--- src/rtl/mem_arbiter_pkg.sv ---
// mem_arbiter_pkg: state, grant and stall encodings shared by the memory arbiter
package mem_arbiter_pkg;
  localparam logic [1:0] ARB_IDLE = 2'd0;
  localparam logic [1:0] ARB_DBUS = 2'd1;
  localparam logic [1:0] ARB_IBUS = 2'd2;
  localparam logic GRANT_I = 1'b0;
  localparam logic GRANT_D = 1'b1;
  localparam logic [5:0] STALL_NONE = 6'b000000;
  localparam logic [5:0] STALL_DATA = 6'b011111;
  localparam logic [5:0] STALL_INST = 6'b000011;
  typedef struct packed {
    logic we;
    logic [3:0] sel;
    logic [31:0] addr;
    logic [31:0] wdata;
  } bus_cmd_t;
endpackage

--- src/rtl/mem_arbiter_if.sv ---
// mem_arbiter_if: fetch port, data port, external bus and stall vector of the arbiter
interface mem_arbiter_if;
  logic if_req;
  logic [31:0] if_addr;
  logic [31:0] if_rdata;
  logic if_valid;
  logic mem_req;
  logic mem_we;
  logic [3:0] mem_sel;
  logic [31:0] mem_addr;
  logic [31:0] mem_wdata;
  logic [31:0] mem_rdata;
  logic mem_valid;
  logic bus_req;
  logic bus_we;
  logic [3:0] bus_sel;
  logic [31:0] bus_addr;
  logic [31:0] bus_wdata;
  logic [31:0] bus_rdata;
  logic bus_ack;
  logic bus_err;
  logic [5:0] stall;
  modport slave (
    input if_req, if_addr, mem_req, mem_we, mem_sel, mem_addr, mem_wdata, bus_rdata, bus_ack,
    output if_rdata, if_valid, mem_rdata, mem_valid, bus_req, bus_we, bus_sel, bus_addr, bus_wdata,
    output bus_err, stall
  );
  modport master (
    output if_req, if_addr, mem_req, mem_we, mem_sel, mem_addr, mem_wdata, bus_rdata, bus_ack,
    input if_rdata, if_valid, mem_rdata, mem_valid, bus_req, bus_we, bus_sel, bus_addr, bus_wdata,
    input bus_err, stall
  );
endinterface

--- src/rtl/mem_arbiter.sv ---
// mem_arbiter: shares one SRAM-style bus between fetch and data ports, with timeout and pipeline stall
module mem_arbiter
  import mem_arbiter_pkg::*;
#(
  parameter int TIMEOUT_CYCLES = 255
) (
  input logic clk,
  input logic rst,
  mem_arbiter_if.slave b
);
  localparam int CW = TIMEOUT_CYCLES > 1 ? $clog2(TIMEOUT_CYCLES) : 1;
  logic [1:0] state;
  logic last_grant;
  logic [CW-1:0] cnt;
  logic d_elig, i_elig, pick_d, pick_i, timeout, done;
  bus_cmd_t cmd;
  always_comb begin
    d_elig = b.mem_req && !b.mem_valid;
    i_elig = b.if_req && !b.if_valid;
    pick_d = d_elig && !(i_elig && last_grant == GRANT_D);
    pick_i = i_elig && !pick_d;
    cmd = pick_d ? '{b.mem_we, b.mem_sel, b.mem_addr, b.mem_wdata} : '{1'b0, 4'hF, b.if_addr, 32'h0};
    timeout = TIMEOUT_CYCLES != 0 && cnt == CW'(TIMEOUT_CYCLES - 1) && !b.bus_ack;
    done = state != ARB_IDLE && (b.bus_ack || timeout);
    // held at zero during reset even if a requester is already asserting
    b.stall = !rst ? STALL_NONE : d_elig ? STALL_DATA : i_elig ? STALL_INST : STALL_NONE;
  end
  always_ff @(posedge clk or negedge rst) begin
    if (!rst) begin
      state <= ARB_IDLE;
      last_grant <= GRANT_I;
      cnt <= '0;
      b.bus_req <= 1'b0;
      b.bus_we <= 1'b0;
      b.bus_sel <= '0;
      b.bus_addr <= '0;
      b.bus_wdata <= '0;
      b.bus_err <= 1'b0;
      b.if_rdata <= '0;
      b.if_valid <= 1'b0;
      b.mem_rdata <= '0;
      b.mem_valid <= 1'b0;
    end else begin
      b.if_valid <= 1'b0;
      b.mem_valid <= 1'b0;
      b.bus_err <= 1'b0;
      if (state == ARB_IDLE) begin
        if (pick_d || pick_i) begin
          state <= pick_d ? ARB_DBUS : ARB_IBUS;
          b.bus_req <= 1'b1;
          {b.bus_we, b.bus_sel, b.bus_addr, b.bus_wdata} <= cmd;
          cnt <= '0;
        end
      end else if (done) begin
        state <= ARB_IDLE;
        b.bus_req <= 1'b0;
        b.bus_err <= timeout;
        last_grant <= state == ARB_DBUS ? GRANT_D : GRANT_I;
        if (state == ARB_DBUS) begin
          b.mem_valid <= 1'b1;
          b.mem_rdata <= (timeout || b.bus_we) ? '0 : b.bus_rdata;
        end else begin
          b.if_valid <= 1'b1;
          b.if_rdata <= timeout ? '0 : b.bus_rdata;
        end
      end else begin
        cnt <= cnt + 1'b1;
      end
    end
  end
endmodule

--- src/flat_wrapper.sv ---
// flat-port wrapper written by rule: the top's interface ports become plain ports
module mem_arbiter_flat import mem_arbiter_pkg::*;
#(
  parameter int TIMEOUT_CYCLES = 255
)
  (clk, rst, b_if_req, b_if_addr, b_mem_req, b_mem_we, b_mem_sel, b_mem_addr, b_mem_wdata, b_bus_rdata, b_bus_ack, b_if_rdata, b_if_valid, b_mem_rdata, b_mem_valid, b_bus_req, b_bus_we, b_bus_sel, b_bus_addr, b_bus_wdata, b_bus_err, b_stall);
  mem_arbiter_if b_i ();
  input logic clk;
  input logic rst;
  input wire logic [$bits(b_i.if_req)-1:0] b_if_req;
  input wire logic [$bits(b_i.if_addr)-1:0] b_if_addr;
  input wire logic [$bits(b_i.mem_req)-1:0] b_mem_req;
  input wire logic [$bits(b_i.mem_we)-1:0] b_mem_we;
  input wire logic [$bits(b_i.mem_sel)-1:0] b_mem_sel;
  input wire logic [$bits(b_i.mem_addr)-1:0] b_mem_addr;
  input wire logic [$bits(b_i.mem_wdata)-1:0] b_mem_wdata;
  input wire logic [$bits(b_i.bus_rdata)-1:0] b_bus_rdata;
  input wire logic [$bits(b_i.bus_ack)-1:0] b_bus_ack;
  output wire logic [$bits(b_i.if_rdata)-1:0] b_if_rdata;
  output wire logic [$bits(b_i.if_valid)-1:0] b_if_valid;
  output wire logic [$bits(b_i.mem_rdata)-1:0] b_mem_rdata;
  output wire logic [$bits(b_i.mem_valid)-1:0] b_mem_valid;
  output wire logic [$bits(b_i.bus_req)-1:0] b_bus_req;
  output wire logic [$bits(b_i.bus_we)-1:0] b_bus_we;
  output wire logic [$bits(b_i.bus_sel)-1:0] b_bus_sel;
  output wire logic [$bits(b_i.bus_addr)-1:0] b_bus_addr;
  output wire logic [$bits(b_i.bus_wdata)-1:0] b_bus_wdata;
  output wire logic [$bits(b_i.bus_err)-1:0] b_bus_err;
  output wire logic [$bits(b_i.stall)-1:0] b_stall;
  assign b_i.if_req = b_if_req;
  assign b_i.if_addr = b_if_addr;
  assign b_i.mem_req = b_mem_req;
  assign b_i.mem_we = b_mem_we;
  assign b_i.mem_sel = b_mem_sel;
  assign b_i.mem_addr = b_mem_addr;
  assign b_i.mem_wdata = b_mem_wdata;
  assign b_i.bus_rdata = b_bus_rdata;
  assign b_i.bus_ack = b_bus_ack;
  assign b_if_rdata = b_i.if_rdata;
  assign b_if_valid = b_i.if_valid;
  assign b_mem_rdata = b_i.mem_rdata;
  assign b_mem_valid = b_i.mem_valid;
  assign b_bus_req = b_i.bus_req;
  assign b_bus_we = b_i.bus_we;
  assign b_bus_sel = b_i.bus_sel;
  assign b_bus_addr = b_i.bus_addr;
  assign b_bus_wdata = b_i.bus_wdata;
  assign b_bus_err = b_i.bus_err;
  assign b_stall = b_i.stall;
  mem_arbiter #(.TIMEOUT_CYCLES(TIMEOUT_CYCLES)) u_core (.clk(clk), .rst(rst), .b(b_i));
endmodule
--- config.mk ---
export PLATFORM = sky130hd
export DESIGN_NAME = mem_arbiter_flat
export DESIGN_NICKNAME = d
export VERILOG_FILES = /design/src/rtl/mem_arbiter_pkg.sv /design/src/rtl/mem_arbiter_if.sv /design/src/rtl/mem_arbiter.sv /design/src/flat_wrapper.sv
export SDC_FILE = /design/constraint.sdc
export NUM_CORES = 1
export LEC_CHECK = 0
export BUFFER_PORTS_ARGS = -buffer_cell sky130_fd_sc_hd__buf_2
export CAP_MARGIN = 25
export CORE_MARGIN = 2
export CORE_UTILIZATION = 41
export DETAILED_ROUTE_END_ITERATION = 12
export GPL_ROUTABILITY_DRIVEN = 0
export PLACE_DENSITY = 0.77
export SYNTH_ARGS = -nofsm -noshare
export SYNTH_HDL_FRONTEND = slang
export SYNTH_SLANG_ARGS = --single-unit
--- constraint.sdc ---
create_clock -name clk -period 1.92 [get_ports clk]
set_input_delay 0.192 -clock clk [delete_from_list [all_inputs] [get_ports clk]]
set_output_delay 0.192 -clock clk [all_outputs]
set_load 0.02 [all_outputs]
==> parameters.txt <==
Parameter                              Value

Outcome
  Result of the run    finished clean

Floorplanning
  Core area    approximately 13000 um2
  Boundary pin count    roughly 280
  Die Ht    121 um
  Initial Util    42.3%
  Row count    between 40 and 50
  Total Die Area    between 10000 and 15000 um2
  Horiz. Die Dim    about 120 um

Logic synthesis
  Parity-gate share of the synthesized area counting xor and xnor cells    0%
  Sequential cell area fraction in the yosys report    between 60% and 70%
  Main combinational cell family by area after synthesis    compound AO/OA/AOI/OAI gates
  Mapped Nets    around 560
  Simple logic cell fraction of the synthesized area    3.37%
  Portion of netlist area occupied by mux cells    0%
  Compound-cell area share of the yosys netlist    between 20% and 30%
  Count of unique library cells instantiated by Yosys    36
  Total number of yosys warnings    0
  Adder-cell area share of the yosys netlist    less than 1%
  Post-Synthesis Mean Instance Area    13.4 um2
  Cells after synthesis    422
  Cell Area, Synth    between 5000 and 6000 um2
  Flop and latch count out of synthesis    148

Layout
  Non-filler instance count after layout    960
  Utilization of the core after routing    approximately 64%
  Number of nets at the end of the flow    approximately 910
  Most common cell after layout, fill and taps aside    sky130_fd_sc_hd__buf_2
  Commonest cells after routing, fill and taps aside    sky130_fd_sc_hd__buf_2 (278), sky130_fd_sc_hd__dfrtp_1 (148), sky130_fd_sc_hd__a22o_1 (97), sky130_fd_sc_hd__dlygate4sd3_1 (77), sky130_fd_sc_hd__inv_1 (35)
  Number of antenna diodes    0
  Syn-to-layout area delta    52.0%
  Share of final-layout standard cells stronger than drive strength 1    between 40 and 50%

Drt
  Count of unresolved DRC violations after routing    0
  Via/cell ratio    roughly 5.5
  Via count    around 5200
  Antenna Nets Post-Route    0
  Routed wire length per instance    about 18 um
  Total wire length after detailed routing    roughly 18000 um
  1st-iter DRT viols    between 500 and 600
  Detailed Routing Iterations Pass 1    8

Power and ir drop
  Switching share of total power    between 40% and 50%
  Power Internal    about 9.0 mW
  Fraction of power consumed by combinational cells    between 40 and 50%
  Portion of total power attributed to sequential cells    about 36%
  Clk network pwr share    between 10% and 20%
  Ratio of total power to cell area    1810 nW/um2
  Overall power consumption    between 15 and 20 mW
  NetSw    between 6 and 7 mW
  Maximum resistive drop on vdd    ~1.0 mV
  Total leakage power    approximately 4.6 nW

Clock network
  Clock tree root buffer cell    sky130_fd_sc_hd__clkbuf_16
  Total CTS buffers    17
  Largest buffer count on any clock path    2
  H-tree levels    4
  Clock latency at the later pin of the worst-skew pair    about 0.41 ns
  TritonCTS clock tree    done
  Post-CTS setup-driven buffer insertion count    0
  Sink Count    between 100 and 150
  Clock input transition at the sequential cells of the worst setup and hold paths    about 0.060 ns

Critical path
  Nature of the critical path startpoint    flop
  Setup crit end kind    flop
  Required time of the worst setup path    about 2.2 ns
  Maximum fanout along the worst path    33
  Setup CP Type    flop to flop
  Depth of the worst register-to-register path    7
  Flop-to-flop setup slack    between 0.05 and 0.06 ns
  Worst r2r dst    u_core.b.mem_rdata[10]
  Worst path arrival time    2.16 ns
  Reg-to-reg critical path startpoint    u_core.cnt[0]

Global routing
  Total congestion overflow after global routing    0
  Via count of the first global-routing pass    5294
  Initial antenna violation count    0
  Global-route wire length before repair    about 27000 um
  Overall fraction of global-route tracks in use    about a quarter
  Pin count of the biggest net entering global routing    70

Timing
  Shortest clock period the worst path allows after layout    between 1.5 and 2 ns
  Number of pins with negative max-slew slack in the final report    0
  Final Hold Vio Count    0
  Tcrit/Tclk final    a little under 100%
  Clk_skew    between 0.005 and 0.006 ns
  Highest clock frequency the design can meet    between 500 and 600 MHz
  Number of setup violations in the final report    0
  Unrepaired setup endpoints after global routing    no
  Max transition margin    61.6%
  Sum of negative setup slack    0 ns
  Pin slew with the least headroom to its limit    around 0.58 ns

Hold path
  Cell count of the worst hold path    2
  Hold worst-path end    u_core.b.bus_wdata[7]
  Worst min-delay path category    input pin to flop
  Beginning of the worst hold path    b_mem_wdata[7]

Place
  Placed cells    around 850
  PortBufs    279
  Post-DP HPWL    between 10000 and 15000 um

Job
  Max-Cap Viols    0
[synthesized netlist by cell type, drive strengths merged]
cell type	instances	area, um2
ha	2	25.0
a31oi	5	31.3
a21oi	6	33.8
nor2	4	17.5
nor3	1	5.00
a222oi	32	320
and4	1	8.76
nor4bb	1	10.0
a211oi	2	15.0
a22o	97	850
nand3	6	30.0
dfrtp	148	3700
inv	35	131
a211o	1	8.76
a41oi	2	17.5
and3	2	12.5
o22a	4	35.0
a21o	1	7.51
buf	21	144
or2	1	6.26
o21ai	5	25.0
conb	1	3.75
clkbuf	20	75.1
and2	2	12.5
or3b	1	8.76
nand2	11	41.3
nand2b	2	12.5
nor2b	4	25.0
o211a	1	10.0
o21a	3	22.5
[worst max-delay path by stage]
stage | from | slack, ns | endpoint | cells after the start
2_1_floorplan | u_core.cnt[0] | 0.09 | u_core.b.mem_rdata[10] | 8
3_3_place_gp | u_core.cnt[0] | 0.09 | u_core.b.mem_rdata[7] | 7
3_5_place_dp | u_core.cnt[0] | 0.05 | u_core.b.mem_rdata[10] | 7
4_1_cts | u_core.cnt[0] | 0.05 | u_core.b.mem_rdata[17] | 7
5_1_grt | u_core.cnt[0] | 0.0008 | u_core.b.mem_rdata[11] | 7
6_report | u_core.cnt[0] | 0.06 | u_core.b.mem_rdata[10] | 7
[through the flow]
stage,instance area (um2),hold WS (ns),setup slack [ns]
final,8590,0.0150,0.0576
after global routing,8590,0.000711,0.000841
after CTS,8550,0.0000868,0.0507
after detailed placement,7270,0.00603,0.0543
after global placement,7270,0.00885,0.0939
after floorplan,5650,-0.104,0.0949
[metal layers]
metal / vias to the layer above / GRT usage (%) / share of wire [%]
li1: 2297 / - / -
met1: 2615 / 29.5 / 39
met2: 292 / 40.9 / 53
met3: 28 / 6.11 / 7.1
met4: 0 / 7.83 / 1.5
met5: - / 0 / 0
[timing repair]
item / 4_1_cts / 5_1_grt
resized for setup: 0 / 2
hold endpoints to repair: 222 / 3
endpoints found under the setup margin: 0 / 33
hold buffers: 74 / 3
[cell families (layout without fill, tap and decap cells)]
group	Yosys count	after routing
AOI/OAI and AO/OA	159	159
adders and majority gates	2	2
and+or+nand+nor	36	36
DFF	148	148
buffers and inverters	76	438
other	1	1
[worst max-delay path, stage by stage, from the launching register on]
cell,delay [ns]
sky130_fd_sc_hd__dfrtp_1,0.42
sky130_fd_sc_hd__inv_1,0.07
sky130_fd_sc_hd__ha_1,0.13
sky130_fd_sc_hd__and3_2,0.21
sky130_fd_sc_hd__a21oi_2,0.07
sky130_fd_sc_hd__or3b_1,0.40
sky130_fd_sc_hd__buf_12,0.19
sky130_fd_sc_hd__a22o_1,0.24
[cell type report]
cell class | count | area (um2)
sequential | 148 | 3700
inverter | 35 | 131
tap | 176 | 220
timing repair buffer | 371 | 2350
fill | 984 | 4760
clock buffer | 17 | 425
multi-input combinational | 198 | 1640
clock inverter | 15 | 121
[power by group through the flow]
stage	sequential (mW)	clock (mW)	combinational, mW
2_1_floorplan	7.13	0	2.57
3_3_place_gp	5.51	0	6.56
3_5_place_dp	5.52	0	6.77
4_1_cts	5.53	3.13	6.87
5_1_grt	5.73	3.28	7.39
6_report	5.58	3.08	6.90
[state kept, by name, summed over array words and instances, names as in the netlist, 2 cells and up]
register            flops
u_core.b.bus_sel        4
u_core.cnt              8
u_core.b.bus_addr      32
u_core.state            2
u_core.b.mem_rdata     32
u_core.b.bus_wdata     32
u_core.b.if_rdata      32
Note: power is estimated with default switching activity, not from simulation.
